===== config.mk =====
export PLATFORM = sky130hd
export DESIGN_NAME = value_adjuster
export DESIGN_NICKNAME = d
export VERILOG_FILES = /design/src/rtl/value_adjuster.sv
export SDC_FILE = /design/constraint.sdc
export NUM_CORES = 1
export LEC_CHECK = 0
export ABC_AREA = 1
export CAP_MARGIN = 10
export CORE_AREA = 2 2 51 53
export CTS_CLUSTER_DIAMETER = 80
export CTS_CLUSTER_SIZE = 8
export DETAILED_ROUTE_END_ITERATION = 7
export DIE_AREA = 0 0 53 55
export PLACE_DENSITY = 0.7
export SYNTH_ARGS = -nofsm -noshare
export SYNTH_HDL_FRONTEND = slang
export SYNTH_SLANG_ARGS = --single-unit
export TNS_END_PERCENT = 100

===== constraint.sdc =====
create_clock -name i_clock -period 1.75 [get_ports i_clock]
set_input_delay 0.175 -clock i_clock [delete_from_list [all_inputs] [get_ports i_clock]]
set_output_delay 0.175 -clock i_clock [all_outputs]
set_load 0.02 [all_outputs]

===== src/rtl/value_adjuster.sv =====
// value_adjuster: edge-triggered bounded up/down stepper with clamped preset; define VALUE_ADJUSTER_WRAP_EN to wrap at the limits instead of saturating
module value_adjuster #(
  parameter int WIDTH = 6,
  parameter int MIN = 0,
  parameter int MAX = 59,
  parameter int INIT = 0
) (
  input  logic             i_clock,
  input  logic             i_reset,
  input  logic             i_up,
  input  logic             i_down,
  input  logic             i_load,
  input  logic [WIDTH-1:0] i_load_value,
  output logic [WIDTH-1:0] o_value,
  output logic             o_changed
);
  localparam logic [WIDTH-1:0] MIN_V = WIDTH'(MIN);
  localparam logic [WIDTH-1:0] MAX_V = WIDTH'(MAX);
  localparam logic [WIDTH-1:0] INIT_V = WIDTH'(INIT);
`ifdef VALUE_ADJUSTER_WRAP_EN
  localparam logic [WIDTH-1:0] UP_LIMIT = MIN_V;
  localparam logic [WIDTH-1:0] DOWN_LIMIT = MAX_V;
`else
  localparam logic [WIDTH-1:0] UP_LIMIT = MAX_V;
  localparam logic [WIDTH-1:0] DOWN_LIMIT = MIN_V;
`endif
  logic [1:0] up_sync, down_sync;
  logic up_prev, down_prev, up_edge, down_edge;
  logic [WIDTH-1:0] load_clamped, up_value, down_value, next_value;
  // Synchronize each button and track its last level; preset high so a button held through reset needs a release first
  always_ff @(posedge i_clock)
    if (i_reset) begin
      up_sync <= '1;
      down_sync <= '1;
      up_prev <= 1'b1;
      down_prev <= 1'b1;
    end else begin
      up_sync <= {up_sync[0], i_up};
      down_sync <= {down_sync[0], i_down};
      up_prev <= up_sync[1];
      down_prev <= down_sync[1];
    end
  // Load beats stepping, simultaneous edges cancel, limits are checked before the step so it never overflows
  always_comb begin
    up_edge = up_sync[1] & ~up_prev;
    down_edge = down_sync[1] & ~down_prev;
    load_clamped = int'(i_load_value) < MIN ? MIN_V : int'(i_load_value) > MAX ? MAX_V : i_load_value;
    up_value = o_value == MAX_V ? UP_LIMIT : o_value + 1'b1;
    down_value = o_value == MIN_V ? DOWN_LIMIT : o_value - 1'b1;
    next_value = i_load ? load_clamped :
                 up_edge & ~down_edge ? up_value :
                 down_edge & ~up_edge ? down_value : o_value;
  end
  // Value register with a one-cycle strobe whenever it actually moves
  always_ff @(posedge i_clock)
    if (i_reset) begin
      o_value <= INIT_V;
      o_changed <= 1'b0;
    end else begin
      o_value <= next_value;
      o_changed <= next_value != o_value;
    end
endmodule


# [After elaboration in Yosys (flattened, before gate mapping)]
# Index checks and enable logic that the tools add are counted.
[word_totals] ff_bits=13 output_inout_bits=7 word_cells=26
[classes] addsub=2 order_cmp=1 eq_ne=2 n_mux=6 bitwise=8 reduce_logical=1
[ops] cell="$mux W6" n=6
[ops] cell="$add A6 B1 Y6 const B" n=1
[ops] cell="$eq A6 B6 Y1 const B" n=1
[ops] cell="$gt A6 B6 Y1 const B" n=1
[ops] cell="$logic_not A6 Y1" n=1
[ops] cell="$ne A6 B6 Y1" n=1
[ops] cell="$sub A6 B1 Y6 const B" n=1
[ops] cell="$and A1 B1 Y1" n=4
[ops] cell="$not A1 Y1" n=4

# [Longest topological paths before layout]
[logic_depth] ltp_word=8 ltp_mapped=16 ltp_nobuf=16

# [Worst setup path before layout]
# OpenSTA, ideal clock, no wires.
[synth_path] path_type="reg2reg" from="register o_value[0]" to="register o_changed" setup_ns=0.126 t_arrival_ns=1.686 t_required_ns=1.624 path_slack_ns=-0.062 path_stages_with_launch=15 path_buffers=0 period_less_slack_ns=1.812 path_cell_list="dfxtp_1 inv_1 ha_1 xor2_1 nand2_1 nand2_1 nand3_1 nand2_1 nand2_1 nand2_1 nand2_1 nor2_1 nand2_1 nor2_1 nor2_1"
[synth_via] elab_chain_len=6 word_cells_on_any_way=10 classes_between="2 x add/sub; 2 x eq/ne; 5 x mux; 1 x reduce/logical"
[synth_lines] element="start, declared" line_no="14" text="output logic [WIDTH-1:0] o_value,"
[synth_lines] element="start signal, assigned" line_no="60" text="o_value <= next_value;"
[synth_lines] element="$sub A6 B1 Y6 or $logic_not A6 Y1 (tied branches)" line_no="49" text="down_value = o_value == MIN_V ? DOWN_LIMIT : o_value - 1'b1;"
[synth_lines] element="$mux W6" line_no="49"
[synth_lines] element="$mux W6" line_no="52" text="down_edge & ~up_edge ? down_value : o_value;"
[synth_lines] element="$mux W6" line_no="51" text="up_edge & ~down_edge ? up_value :"
[synth_lines] element="$mux W6" line_no="50" text="next_value = i_load ? load_clamped :"
[synth_lines] element="$ne A6 B6 Y1 *" line_no="61" text="o_changed <= next_value != o_value;"
[synth_lines] element="end signal, assigned" line_no="61"
[synth_lines] element="end, declared" line_no="15" text="output logic o_changed"
# Mark *: on every way between the ends. The rest lies on a longest branch, timed or not.
# A chain may end at the register's enable or synchronous reset.

# [Worst setup path after layout]
[layout_path] from="register o_value[1]" to="register o_changed"
# Same word-level chain as after synthesis.

==> impl_metrics.py <==
metrics = {
    "setup_path": {
        "cp_max_fo": 5,
        "end_kind": "flip-flop",
        "crit_family": "simple AND/OR/NAND/NOR gates",
        "cpMostUsedCell": "nand2_1",
        "crit_chain": "inv_6, ha_2, nand2_1, nor2_1, nand3_1, buf_4, nand2_1, nand2_1, nand2_2, nand3_1, nand2_1, nand2_1, nor2_1, nor2_1",
        "cp_slowest_stage_delay_ns": 0.38,
        "cp_data_required_time_ns": 1.91,
        "crit_arrival_ns": 1.84,
        "startpoint_type": "flip-flop",
        "slowest_stage": "dfxtp_4",
        "crit_type": "reg -> reg",
        "path_buf_inv": 2,
    },
    "sta": {
        "finalSetupViolCount": 0,
        "slew_headroom": 0.715,
        "drv_slew": 0,
        "fin_crit_sh": 0.960,
        "rsz0062_at_grt": "yes",
        "worst_slew_pin_slew_ns": 0.426,
        "min_period_ns": 1.68,
        "fin_skew_ns": 0.0127,
        "final-hold-violation-count": 0,
        "max_freq_ghz": 0.595,
    },
    "routing": {
        "finalWirelength_um": 2300,
        "met3_length_um": 65,
        "drc": 0,
        "dr.first_iter.drc_count": 13,
        "drtPass1Iterations": 4,
        "wl_met1_um": 1090,
        "vias": 1036,
        "via_per_inst": 4.73,
        "top_layer": "met4",
        "ant_nets": 0,
        "met2_wirelength_um": 1110,
        "detail_route.wl_per_cell_um": 10.5,
    },
    "global_routing": {
        "grt_max_degree": 13,
        "grtUsageTotal": 0.171,
        "grt_pass1_wl_um": 3640,
        "first_global_vias": 892,
        "antenna_found_initial": 0,
        "grt_remaining_overflow": 0,
    },
    "logic_synthesis": {
        "synth_cell_types": 22,
        "synth_nets": 176,
        "ys_warn_count": 0,
        "synth_most_common_cell": "nand2_1",
        "synth_edf_count": 0,
        "synthArstFlopShare": 0,
        "ys_seq_elements": 13,
        "synthesis.area_mm2": 0.00101,
        "yosys.area.top_type": "dfxtp_1",
        "synth_commonest_cells": "nand2_1 (60), nand3_1 (21), dfxtp_1 (13), nor2_1 (12), inv_1 (7)",
        "yosys-top-cells-area": "dfxtp_1 (26%), nand2_1 (22%), nand3_1 (10%)",
        "ys.flop_type": "dfxtp_1",
        "synth_seq_area_share": 0.258,
        "synth_top_area_frac": 0.258,
        "syn_avg_cell_area_um2": 6.22,
        "netlist_instances": 162,
    },
    "cts": {
        "clock-root-buffer": "clkbuf_4",
        "clk_path_buf_depth": 2,
        "tritoncts": "yes",
        "clk_pin_slew_ns": 0.09,
        "cts_hold_buf": 0,
        "clock-sinks": 13,
        "cts_buffers": 3,
        "clkLatencyLatePin_ns": 0.28,
        "htree_levels": 1,
    },
    "floorplan": {
        "dieArea_mm2": 0.00292,
        "rows": 18,
        "start_util": 0.426,
        "die_h_um": 55,
        "core_area_mm2": 0.00236,
        "io_pins": 18,
        "die_w_um": 53,
    },
    "flow_run": {
        "drv_cap": 0,
    },
    "min_path": {
        "hp-class": "reg -> reg",
    },
    "cells_and_area": {
        "final_nets": 204,
        "final_area_mm2": 0.00134,
        "n_antenna_cell": 0,
        "area_growth_pct": 33.0,
        "fin_util": 0.567,
        "layout-drive-gt1-share": 0.249,
        "fin_cells": 219,
    },
    "power_and_ir_drop": {
        "cell_internal_pwr_w": 0.000535,
        "power.leakage_nw": 0.634,
        "seqPwrFrac": 0.419,
        "irDropWorstVdd_uv": 566,
        "swShare": 0.337,
        "p_clk_frac": 0.230,
        "cellPowerDensity_mw_per_mm2": 602,
        "combPwrFrac": 0.351,
        "p_switching_w": 0.000272,
    },
    "status": {
        "status": "completed",
    },
    "placement": {
        "globalplace.congestion": 0.826,
        "dp_hpwl_um": 1830,
        "dpl_cell_area_mm2": 0.00125,
        "port_buffers": 17,
        "place_inst": 212,
    },
}
==> cell type report <==
type                    instances  area (µm²)
flip-flops and latches         13         272
multi-input cells             128         673
repair buffers                 27         258
fillers                       240        1020
well taps                      30        37.5
clock buffers                   4        26.3
inverters                      17        73.8
==> placed cells by master, fill, tap and decap left out, drive strengths merged <==
master	n
inv	14
nand4	3
a21oi	6
dfxtp	13
clkinv	3
nor2	20
nand3	23
or2	4
nand2	64
ha	3
clkdlybuf4s50	17
o21ai	1
clkbuf	4
buf	10
xor2	4
==> metrics by stage <==
step           setup slack, ns  TNS, ns  hold slack [ns]  power [W]
6_report                0.0700        0            0.415   0.000807
5_1_grt                -0.0938  -0.0938            0.429   0.000859
4_1_cts                 0.0303        0            0.416   0.000797
3_5_place_dp            0.0512        0            0.398   0.000610
3_3_place_gp            0.0905        0            0.393   0.000606
2_1_floorplan           0.0489        0            0.279   0.000515
==> worst paths after layout <==
| kind | startpoint | end | slack (ns) | cells past startpoint |
|---|---|---|---|---|
| hold / removal | up_sync[0]$_SDFF_PP1_ | up_sync[1]$_SDFF_PP1_ | 0.41 | 1 |
| hold reg to reg | up_sync[0]$_SDFF_PP1_ | up_sync[1]$_SDFF_PP1_ | 0.41 | 1 |
| setup / recovery | o_value[1]$_SDFF_PP0_ | o_changed$_SDFF_PP0_ | 0.07 | 14 |
| setup reg to reg | o_value[1]$_SDFF_PP0_ | o_changed$_SDFF_PP0_ | 0.07 | 14 |
==> cell families after synthesis <==
| group | Yosys count | synth area share |
|---|---|---|
| AO/OA/AOI/OAI | 7 | 0.0348 |
| XOR/XNOR | 4 | 0.0348 |
| adder cells (fa/ha/maj) | 3 | 0.0373 |
| buffers and inverters | 21 | 0.0956 |
| flip-flops | 13 | 0.258 |
| AND/OR/NAND/NOR | 114 | 0.539 |
==> timing repair <==
| item | 4_1_cts | 5_1_grt |
|---|---|---|
| pin swaps | 0 | 3 |
| buffers inserted | 0 | 3 |
| gates resized for setup | 1 | 14 |
| endpoints found under the setup margin | 1 | 1 |
==> metal layers <==
metal | vias up | GRT usage
li1 | 565 | -
met1 | 449 | 0.211
met2 | 18 | 0.290
met3 | 4 | 0.0242
met4 | 0 | 0.0897
met5 | - | 0
==> state kept, by name (all words and copies together), names as in the netlist <==
signal and flops:
up_prev 1, o_changed 1, down_prev 1, o_value 6, down_sync 2, up_sync 2
==> power groups by stage <==
stage / registers, W / logic [W] / clock network, W
final: 0.000338 / 0.000283 / 0.000186
after global routing: 0.000340 / 0.000317 / 0.000202
after CTS: 0.000336 / 0.000268 / 0.000193
after detailed placement: 0.000343 / 0.000267 / 0
after global placement: 0.000342 / 0.000264 / 0
after floorplan: 0.000350 / 0.000166 / 0
No activity file was read; power rests on OpenSTA's default activity.
